===== src/rtl/serial_mac_pkg.sv =====
// serial_mac_pkg: FSM state encodings, default sizing and configuration check
// shared by the serial multiply-accumulate stage.
`default_nettype none

package serial_mac_pkg;

  typedef enum logic [1:0] {
    SMAC_IDLE = 2'd0,
    SMAC_MUL  = 2'd1,
    SMAC_ACC  = 2'd2,
    SMAC_HOLD = 2'd3
  } smac_state_t;

  localparam int SMAC_DEF_WIDTH     = 8;
  localparam int SMAC_DEF_ACC_WIDTH = 20;

  // The accumulator must hold at least one full product without truncation.
  function automatic bit smac_cfg_ok(input int width, input int acc_width);
    return (width >= 2) && (width <= 16) && (acc_width >= 2 * width);
  endfunction

endpackage

`default_nettype wire


===== src/rtl/serial_mult_core.sv =====
// serial_mult_core: one-bit-per-cycle shift-add unsigned multiplier with
// operand latches, bit counter, product register and a one-cycle done pulse.
`default_nettype none

module serial_mult_core #(
  parameter int WIDTH = 8
) (
  input  logic               clk,
  input  logic               rst_n,
  input  logic               start,
  input  logic [WIDTH-1:0]   a,
  input  logic [WIDTH-1:0]   b,
  output logic [2*WIDTH-1:0] product,
  output logic               done
);

  localparam int CNT_W = $clog2(WIDTH);

  logic [WIDTH-1:0]   a_q, a_d;
  logic [WIDTH-1:0]   b_q, b_d;
  logic [2*WIDTH-1:0] prod_q, prod_d;
  logic [CNT_W-1:0]   cnt_q, cnt_d;
  logic               busy_q, busy_d;
  logic               done_q, done_d;

  always_comb begin
    a_d    = a_q;
    b_d    = b_q;
    prod_d = prod_q;
    cnt_d  = cnt_q;
    busy_d = busy_q;
    done_d = 1'b0;
    if (start) begin
      a_d    = a;
      b_d    = b;
      prod_d = '0;
      cnt_d  = '0;
      busy_d = 1'b1;
    end else if (busy_q) begin
      if (b_q[cnt_q]) begin
        prod_d = prod_q + ({{WIDTH{1'b0}}, a_q} << cnt_q);
      end
      cnt_d = cnt_q + 1'b1;
      // Every bit is visited even for zero operands, so latency is fixed.
      if (cnt_q == CNT_W'(WIDTH - 1)) begin
        busy_d = 1'b0;
        done_d = 1'b1;
      end
    end
  end

  always_ff @(posedge clk or negedge rst_n) begin
    if (!rst_n) begin
      a_q    <= '0;
      b_q    <= '0;
      prod_q <= '0;
      cnt_q  <= '0;
      busy_q <= 1'b0;
      done_q <= 1'b0;
    end else begin
      a_q    <= a_d;
      b_q    <= b_d;
      prod_q <= prod_d;
      cnt_q  <= cnt_d;
      busy_q <= busy_d;
      done_q <= done_d;
    end
  end

  assign product = prod_q;
  assign done    = done_q;

endmodule

`default_nettype wire


===== src/rtl/serial_mac.sv =====
// serial_mac: framed multiply-accumulate with valid/ready in and out.
// Define SERIAL_MAC_SAT_EN to saturate the accumulator instead of wrapping.
`default_nettype none

module serial_mac
  import serial_mac_pkg::*;
#(
  parameter int WIDTH     = SMAC_DEF_WIDTH,
  parameter int ACC_WIDTH = SMAC_DEF_ACC_WIDTH
) (
  input  logic                 clk,
  input  logic                 rst_n,
  input  logic                 in_valid,
  output logic                 in_ready,
  input  logic [WIDTH-1:0]     in_a,
  input  logic [WIDTH-1:0]     in_b,
  input  logic                 in_last,
  output logic                 out_valid,
  input  logic                 out_ready,
  output logic [ACC_WIDTH-1:0] out_sum,
  output logic                 out_ovf
);

  generate
    if (!smac_cfg_ok(WIDTH, ACC_WIDTH)) begin : g_cfg_err
      $error("serial_mac: illegal WIDTH/ACC_WIDTH combination");
    end
  endgenerate

  smac_state_t            state_q, state_d;
  logic [ACC_WIDTH-1:0]   acc_q, acc_d;
  logic                   ovf_q, ovf_d;
  logic                   last_q, last_d;
  logic                   in_ready_q, in_ready_d;
  logic                   out_valid_q, out_valid_d;
  logic                   mul_start;
  logic                   mul_done;
  logic [2*WIDTH-1:0]     product;
  logic [ACC_WIDTH:0]     sum_ext;

  serial_mult_core #(
    .WIDTH (WIDTH)
  ) u_mult (
    .clk     (clk),
    .rst_n   (rst_n),
    .start   (mul_start),
    .a       (in_a),
    .b       (in_b),
    .product (product),
    .done    (mul_done)
  );

  // One extra bit captures the carry out of the accumulator.
  assign sum_ext = {1'b0, acc_q} + {{(ACC_WIDTH + 1 - 2 * WIDTH){1'b0}}, product};

  always_comb begin
    state_d   = state_q;
    acc_d     = acc_q;
    ovf_d     = ovf_q;
    last_d    = last_q;
    mul_start = 1'b0;
    case (state_q)
      SMAC_IDLE: begin
        if (in_valid) begin
          mul_start = 1'b1;
          last_d    = in_last;
          state_d   = SMAC_MUL;
        end
      end
      SMAC_MUL: begin
        if (mul_done) state_d = SMAC_ACC;
      end
      SMAC_ACC: begin
        ovf_d = ovf_q | sum_ext[ACC_WIDTH];
`ifdef SERIAL_MAC_SAT_EN
        acc_d = ovf_d ? {ACC_WIDTH{1'b1}} : sum_ext[ACC_WIDTH-1:0];
`else
        acc_d = sum_ext[ACC_WIDTH-1:0];
`endif
        state_d = last_q ? SMAC_HOLD : SMAC_IDLE;
      end
      SMAC_HOLD: begin
        if (out_ready) begin
          acc_d   = '0;
          ovf_d   = 1'b0;
          state_d = SMAC_IDLE;
        end
      end
      default: state_d = SMAC_IDLE;
    endcase
    // Handshake outputs come from flops, keeping valid/ready paths registered.
    in_ready_d  = (state_d == SMAC_IDLE);
    out_valid_d = (state_d == SMAC_HOLD);
  end

  always_ff @(posedge clk or negedge rst_n) begin
    if (!rst_n) begin
      state_q     <= SMAC_IDLE;
      acc_q       <= '0;
      ovf_q       <= 1'b0;
      last_q      <= 1'b0;
      in_ready_q  <= 1'b1;
      out_valid_q <= 1'b0;
    end else begin
      state_q     <= state_d;
      acc_q       <= acc_d;
      ovf_q       <= ovf_d;
      last_q      <= last_d;
      in_ready_q  <= in_ready_d;
      out_valid_q <= out_valid_d;
    end
  end

  assign in_ready  = in_ready_q;
  assign out_valid = out_valid_q;
  assign out_sum   = acc_q;
  assign out_ovf   = ovf_q;

endmodule

`default_nettype wire

===== config.mk =====
export PLATFORM = sky130hd
export DESIGN_NAME = serial_mac
export DESIGN_NICKNAME = d
export VERILOG_FILES = /design/src/rtl/serial_mac_pkg.sv /design/src/rtl/serial_mult_core.sv /design/src/rtl/serial_mac.sv
export SDC_FILE = /design/constraint.sdc
export NUM_CORES = 1
export LEC_CHECK = 0
export ABC_AREA = 0
export CAP_MARGIN = 40
export CELL_PAD_IN_SITES_DETAIL_PLACEMENT = 1
export CELL_PAD_IN_SITES_GLOBAL_PLACEMENT = 1
export CORE_MARGIN = 5
export CORE_UTILIZATION = 40
export CTS_CLUSTER_DIAMETER = 40
export CTS_CLUSTER_SIZE = 40
export DETAILED_ROUTE_END_ITERATION = 7
export GPL_TIMING_DRIVEN = 0
export MAX_ROUTING_LAYER = met4
export PLACE_DENSITY = 0.75
export SETUP_SLACK_MARGIN = 0.05
export SYNTH_ARGS = -nofsm -noshare
export SYNTH_HDL_FRONTEND = slang
export SYNTH_SLANG_ARGS = --single-unit

===== constraint.sdc =====
create_clock -name clk -period 2.8 [get_ports clk]
set_input_delay 0.56 -clock clk [delete_from_list [all_inputs] [get_ports clk]]
set_output_delay 0.56 -clock clk [all_outputs]
set_load 0.005 [all_outputs]

==> results of run 1 <==
==> placed cells by master (no fill, tap or decap), drive strengths merged, types with 11 or more instances in the layout <==
master and instances:
nand2 100, dfrtp 62, clkdlybuf4s50 42, nor2 39, o21ai 38, ha 33
a21oi 31, buf 28, clkbuf 24, nand3 12, xor2 12, mux2i 12
xnor2 11
==> path summary, 6_finish.rpt <==
path | depth (start not counted) | end
min in group clk | 2 | u_mult.b_q[3]$_DFFE_PN0P_
min reg2reg | 2 | u_mult.b_q[3]$_DFFE_PN0P_
max reg2reg | 12 | u_mult.product[13]$_DFFE_PN0P_
min | 1 | out_ovf$_DFFE_PN0P_
max in group asynchronous | 1 | u_mult.a_q[0]$_DFFE_PN0P_
max | 12 | u_mult.product[13]$_DFFE_PN0P_
==> worst max-delay path, delay by kind of cell, from the launching register on <==
family	cells	cell delay, ns
AOI/OAI and AO/OA	6	1.07
muxes	2	0.44
DFF	1	0.39
adders and majority gates	1	0.35
buffers and inverters	2	0.29
xor gates and xnor gates	1	0.25
==> layer usage <==
layer | routed length (um) | track usage | vias to the layer above
li1 | - | - | 1894
met2 | 6710 | 0.356 | 85
met4 | 484 | 0.0785 | 0
met1 | 5630 | 0.240 | 1960
met5 | 0 | - | -
met3 | 430 | 0.0377 | 34
==> synthesized netlist by cell type, drive strengths merged, types with 10 or more instances <==
master	instances
a21o	10
a21oi	31
clkbuf	12
dfrtp	62
ha	33
mux2i	12
nand2	100
nand3	12
nor2	39
o21ai	38
xnor2	11
xor2	12
==> power groups by stage <==
stage / clock [W] / combinational (W) / sequential (W)
floorplan: 0 / 0.00274 / 0.00153
global placement: 0 / 0.00357 / 0.00161
detailed placement: 0 / 0.00373 / 0.00165
CTS: 0.000798 / 0.00409 / 0.00164
global route: 0.000844 / 0.00494 / 0.00170
finish: 0.000783 / 0.00453 / 0.00165
==> cell families (layout without fill, tap and decap cells) <==
| kind of cell | after synthesis | count (layout) |
|---|---|---|
| AO/OA/AOI/OAI | 134 | 134 |
| XOR/XNOR | 23 | 23 |
| flip-flops | 63 | 63 |
| adder cells (fa/ha/maj) | 35 | 35 |
| AND/OR/NAND/NOR | 189 | 189 |
| buffers and inverters | 27 | 106 |
| multiplexers | 20 | 20 |
==> area by class of cell <==
cell class | instances | area (um2)
multi-input cells | 401 | 2790
fillers | 1218 | 4930
well taps | 136 | 170
clock inverters | 3 | 17.5
repair buffers | 63 | 593
inverters | 9 | 33.8
clock buffers | 13 | 169
plain buffers | 18 | 130
flip-flops and latches | 63 | 1580
==> flip-flops by register name (all words and copies together), names as in the netlist <==
register / cells
in_ready: 1
last_q: 1
out_ovf: 1
out_sum: 20
out_valid: 1
state_q: 2
u_mult.a_q: 8
u_mult.b_q: 8
u_mult.busy_q: 1
u_mult.cnt_q: 3
u_mult.done: 1
u_mult.product: 16
==> metrics by stage <==
stage / utilization / setup slack (ns) / TNS [ns] / power (W)
global route: 0.527 / -0.263 / -1.34 / 0.00749
CTS: 0.511 / -0.0927 / -0.216 / 0.00653
finish: 0.527 / -0.139 / -0.391 / 0.00697
detailed placement: 0.472 / -0.447 / -2.52 / 0.00538
global placement: 0.472 / -0.978 / -62.42 / 0.00518
floorplan: - / 0.0506 / 0 / 0.00427
==> what timing repair did <==
item	in CTS	in global routing
endpoints found under the setup margin	11	13
resized for setup	36	22
pin swaps	23	16
buffers inserted	11	9
==> results_dict.tcl, run 1 <==
set metrics [dict create \
    synth_area_leader_cell "dfrtp_1" \
    grt_pass1_wl_mm 20.8 \
    numPortBuffers 43 \
    maxCapViolCount 0 \
    syn_avg_cell_area_um2 8.77 \
    startpoint_type "register" \
    antenna_found_initial 0 \
    vias 3973 \
    regToRegSetupSlack_ns -0.14 \
    synth_top_family_by_area "compound AO/OA/AOI/OAI gates" \
    cp_max_fo 7 \
    start_util 0.413 \
    final_nets 621 \
    diodes 0 \
    cp_data_required_time_ns 3.01 \
    ys_types 59 \
    worstHoldPathType "in2async" \
    violations "negative setup slack" \
    dp_cells 670 \
    place_area_um2 4920 \
    synth_edf_count 0 \
    synth_area_leaders "dfrtp_1 (36%), ha_1 (9.6%), nand2_1 (8.6%)" \
    place_hpwl_mm 9.34 \
    final_area_um2 5490 \
    whs_ns 0.290 \
    rows 37 \
    synth-compound-area-share 0.206 \
    crit_start "u_mult.cnt_q[1]$_DFFE_PN0P_" \
    syn_to_final_growth_pct 27.5 \
    status "finished with violations" \
    vdd_drop_max_v 0.000493 \
    drt-initial-drc-count 157 \
    ant_nets 0 \
    synth_xor_xnor_area_share 0.0468 \
    die_h_um 114 \
    synthCells 491 \
    p_int_w 0.00378 \
    combPwrFrac 0.650 \
    slew_headroom 0.457 \
    finalWirelength_mm 13.3 \
    post-route-worst-setup-slack_ns -0.139 \
    synthAdderAreaFrac 0.105 \
    final-hold-violation-count 0 \
    swShare 0.458 \
    power.switching_w 0.00319 \
    clkPwrFrac 0.112 \
    slew_violations 0 \
    ys.flop_type "dfrtp_1" \
    path_class "reg2reg" \
    async_flop_share 1.00 \
    grt_max_degree 64 \
    synthMuxAreaShare 0.0549 \
    h-tree-depth 3 \
    rsz0062_at_grt "true" \
    layout.cells.non_filler 706 \
    io_pins 44 \
    cts.clk_slew.worst_paths_ns 0.08 \
    dieArea_um2 12900 \
    grt_pass1_vias 4160 \
    slowest_stage "dfrtp_1" \
    grt_overflow 0 \
    cts_num_sinks 63 \
    route.detailed.vias_per_inst 5.63 \
    drive_gt1_frac 0.165 \
    grt_usage 0.207 \
    dr.pass1.iters 4 \
    yosys.area.top_type_share 0.360 \
    p_leak_nw 2.54 \
    fin_crit_sh 1.05 \
    cts_made_buffers 9 \
    die_w_um 114 \
    synthesis.area_um2 4300 \
    drcViolationCount 0 \
    wl_per_cell_um 18.8 \
    yosysSeqAreaShare 0.367 \
    ctsHoldBuffers 0 \
    clk_latency_ns 0.36 \
    max_freq_mhz 340 \
    worst_pin_slew_ns 0.815 \
    synth_fp_nets 547 \
    fin_skew_ns 0.00899 \
    clock_path_buffers 2 \
    ys_ff_latch 63 \
    gp_congestion 0.867 \
    arrival_ns 3.15 \
    cp-end-kind "register" \
    setup_viol 7 \
    cts_tree "done" \
    crit_path_cell_trace "buf_6, buf_12, mux2i_2, mux2_2, o22ai_1, ha_2, o2111a_2, a21oi_4, o21ai_2, a21oi_2, xor2_1, a211oi_2" \
    yosys.area_share.simple 0.193 \
    yosysWarnings 0 \
    fin_crit_ns 2.94 \
    seq_power_share 0.237 \
    power_density_nw_per_um2 1270 \
    cts_root_buf "clkbuf_8" \
    cp_slowest_stage_delay_ns 0.39 \
    core_area_um2 10400 \
    reg2reg_from "u_mult.cnt_q[1]$_DFFE_PN0P_" \
]
Power figures use the tool's default switching activity.
==> run 2: changes to the inputs <==
- SLEW_MARGIN: unset -> 0
==> results of run 2 <==
Same layout as run 1: the final DEF is identical, and so are final timing and power.
==> run 3: changes to the inputs <==
- ABC_AREA: 0 -> 1
- CORE_UTILIZATION: 40 -> 38
- PLACE_DENSITY: 0.75 -> 0.76
==> run 3 against run 2 <==
Effect of this change:
- critical path depth increased by 3
- non-clock buffer count decreased by 18
- register-to-register slack improved by 0.34 ns
- first-iteration DRC count decreased by 3.2%
- clock-buffer cell count decreased by 4
- highest routed layer unchanged
- flip-flop and latch count unchanged
- synthesized cell count increased by 42%
- core utilization decreased by 5.0 points
- the flow now finishes without violations
- die area increased by 14%
==> results_dict.tcl, run 3 <==
set metrics [dict create \
    cts.clk_slew.worst_paths_ns 0.07 \
    synthCells 698 \
    syn_avg_cell_area_um2 6.74 \
    ant_nets 0 \
    vdd_drop_max_v 0.000415 \
    start_util 0.390 \
    vias 4797 \
    cts_tree "done" \
    fill_cells 1574 \
    fin_crit_sh 0.927 \
    final-hold-violation-count 0 \
    route.detailed.vias_per_inst 5.16 \
    slew_headroom 0.583 \
    cp_data_required_time_ns 3.06 \
    place_ws_ns -0.0164 \
    fin_skew_ns 0.0128 \
    synth_area_leader_cell "dfrtp_1" \
    wl_per_cell_um 16.0 \
    r2r_cells 15 \
    whs_ns 0.128 \
    worst_pin_slew_ns 0.626 \
    cts_made_buffers 9 \
    place_hpwl_mm 11.8 \
    max_freq_mhz 385 \
    dr.pass1.iters 5 \
    synth.most_common_cell "nand2_1" \
    dieArea_um2 14700 \
    regToRegSetupSlack_ns 0.21 \
    diodes 0 \
    drive_gt1_frac 0.0932 \
    clk_latency_ns 0.35 \
    cts_num_sinks 63 \
    fin_crit_ns 2.59 \
    grt_pass1_vias 4963 \
    worstHoldPathType "in2async" \
    ys.flop_type "dfrtp_1" \
    final_common_cell "nand2_1" \
    grt_usage 0.216 \
    setup_viol 0 \
    cp-end-kind "register" \
    path_class "reg2reg" \
    regToRegEndpoint "u_mult.product[7]$_DFFE_PN0P_" \
    ys_types 41 \
    grt_max_degree 39 \
    synth_commonest_cells "nand2_1 (279), inv_1 (65), dfrtp_1 (62)" \
    maxCapViolCount 0 \
    final_nets 813 \
    synth_edf_count 0 \
    ys_ff_latch 63 \
    yosysWarnings 0 \
    async_flop_share 1.00 \
    gp_congestion 0.926 \
    h-tree-depth 3 \
    die_h_um 121 \
    rows 40 \
    yosys.area.top_type_share 0.330 \
    p_leak_nw 2.97 \
    synth_area_leaders "dfrtp_1 (33%), nand2_1 (22%), ha_1 (8.8%)" \
    power_density_nw_per_um2 1080 \
    syn_to_final_growth_pct 22.3 \
    grt_overflow 0 \
    antenna_found_initial 0 \
    numPortBuffers 43 \
    drcViolationCount 0 \
    arrival_ns 2.85 \
    reg2reg_from "u_mult.cnt_q[0]$_DFFE_PN0P_" \
    utilization 0.477 \
    finalWirelength_mm 14.8 \
    final_cell_mix "nand2_1 (277), inv_1 (64), dfrtp_1 (61)" \
    io_pins 44 \
    status "complete, no violations" \
    largest_register_ff_count 20 \
    slew_violations 0 \
    startpoint_type "register" \
    cp_max_fo 10 \
    grt_pass1_wl_mm 24.5 \
    synth_fp_nets 754 \
    synthesis.area_um2 4700 \
    rsz0062_at_grt "true" \
    die_w_um 121 \
    core_area_um2 12100 \
    clock_path_buffers 2 \
    drt-initial-drc-count 152 \
    yosysSeqAreaShare 0.336 \
    cts_root_buf "clkbuf_16" \
    post-route-worst-setup-slack_ns 0.206 \
]
-- run 3: changes by cell type in the layout (fill, tap and decap cells not counted), moves of 6 or more --
cell	change
inv_1	+56
nand2_1	+178
mux2i_1	-8
xor2_1	-10
clkbuf_8	-12
a21o_1	-9
nand2b_1	-6
nand3_1	+40
a22o_1	-7
nor2_1	+18
clkbuf_1	-7
clkbuf_16	+8
xnor2_1	-8
buf_4	-11
-- run 3: how the worst max path moves through the flow --
stage	startpoint	endpoint	slack, ns	depth (start not counted)
final	u_mult.cnt_q[0]$_DFFE_PN0P_	u_mult.product[7]$_DFFE_PN0P_	0.21	15
after global routing	u_mult.cnt_q[0]$_DFFE_PN0P_	u_mult.product[15]$_DFFE_PN0P_	-0.004	16
after CTS	u_mult.cnt_q[2]$_DFFE_PN0P_	u_mult.product[14]$_DFFE_PN0P_	0.07	13
after detailed placement	u_mult.cnt_q[1]$_DFFE_PN0P_	u_mult.product[6]$_DFFE_PN0P_	-0.02	13
after global placement	rst_n	u_mult.a_q[3]$_DFFE_PN0P_	-1.07	1
after floorplan	u_mult.cnt_q[0]$_DFFE_PN0P_	u_mult.product[5]$_DFFE_PN0P_	0.51	13
-- run 3: report_power, final --
group          internal [W]  switching (W)
registers           0.00124       0.000336
clock network      0.000600       0.000473
logic               0.00140        0.00216
-- run 3: critical path, stage by stage (launching register included) --
cell      delay [ns]
dfrtp_1         0.39
buf_6           0.15
clkbuf_4        0.18
o21ai_2         0.18
nand2_1         0.07
o21ai_0         0.12
nand2_1         0.09
o21ai_1         0.13
ha_1            0.32
nand2_2         0.11
inv_1           0.04
a21oi_1         0.14
nand2_1         0.12
buf_4           0.16
xnor2_1         0.12
o21ai_0         0.18
-- run 3: layer usage --
| metal | wire (um) | GRT usage | vias up |
|---|---|---|---|
| li1 | - | - | 2372 |
| met1 | 6540 | 0.263 | 2319 |
| met2 | 7450 | 0.368 | 83 |
| met3 | 545 | 0.0284 | 23 |
| met4 | 303 | 0.0791 | 0 |
| met5 | 0 | - | - |
-- run 3: logic make-up (layout without fill, tap and decap cells) --
| logic type | count (synthesis) | after routing | share of synthesized area |
|---|---|---|---|
| AOI/OAI and AO/OA | 86 | 86 | 0.100 |
| muxes | 3 | 3 | 0.00639 |
| DFF | 63 | 63 | 0.336 |
| xor gates and xnor gates | 5 | 5 | 0.00932 |
| and+or+nand+nor | 424 | 424 | 0.376 |
| adders and majority gates | 35 | 35 | 0.0963 |
| buffers and inverters | 82 | 146 | 0.0761 |
-- run 3: final cells by class --
| type | count | area (um2) | share of cell area |
|---|---|---|---|
| inverters | 67 | 263 | 0.0457 |
| repair buffers | 49 | 485 | 0.0844 |
| multi-input cells | 553 | 2840 | 0.494 |
| clock buffers | 9 | 225 | 0.0392 |
| well taps | 168 | 210 | 0.0366 |
| clock inverters | 7 | 48.8 | 0.00849 |
| plain buffers | 14 | 100 | 0.0174 |
| flip-flops and latches | 63 | 1580 | 0.275 |
-- run 3: through the flow --
step / cells / power [W] / TNS, ns / instance area, um2
6_report: 930 / 0.00621 / 0 / 5750
4_1_cts: 925 / 0.00608 / 0 / 5630
3_3_place_gp: 909 / 0.00479 / -66.58 / 5340
2_1_floorplan: 698 / 0.00389 / 0 / 4700
5_1_grt: 930 / 0.00678 / -0.00359 / 5750
3_5_place_dp: 910 / 0.00496 / -0.0351 / 5360
-- run 3: repair_timing --
action / 4_1_cts / 5_1_grt
hold buffers: 0 / 0
pin swaps: 0 / 3
buffers inserted: 0 / 5
endpoints found under the setup margin: 3 / 11
endpoints found under the hold margin: 0 / 0
resized for setup: 2 / 31
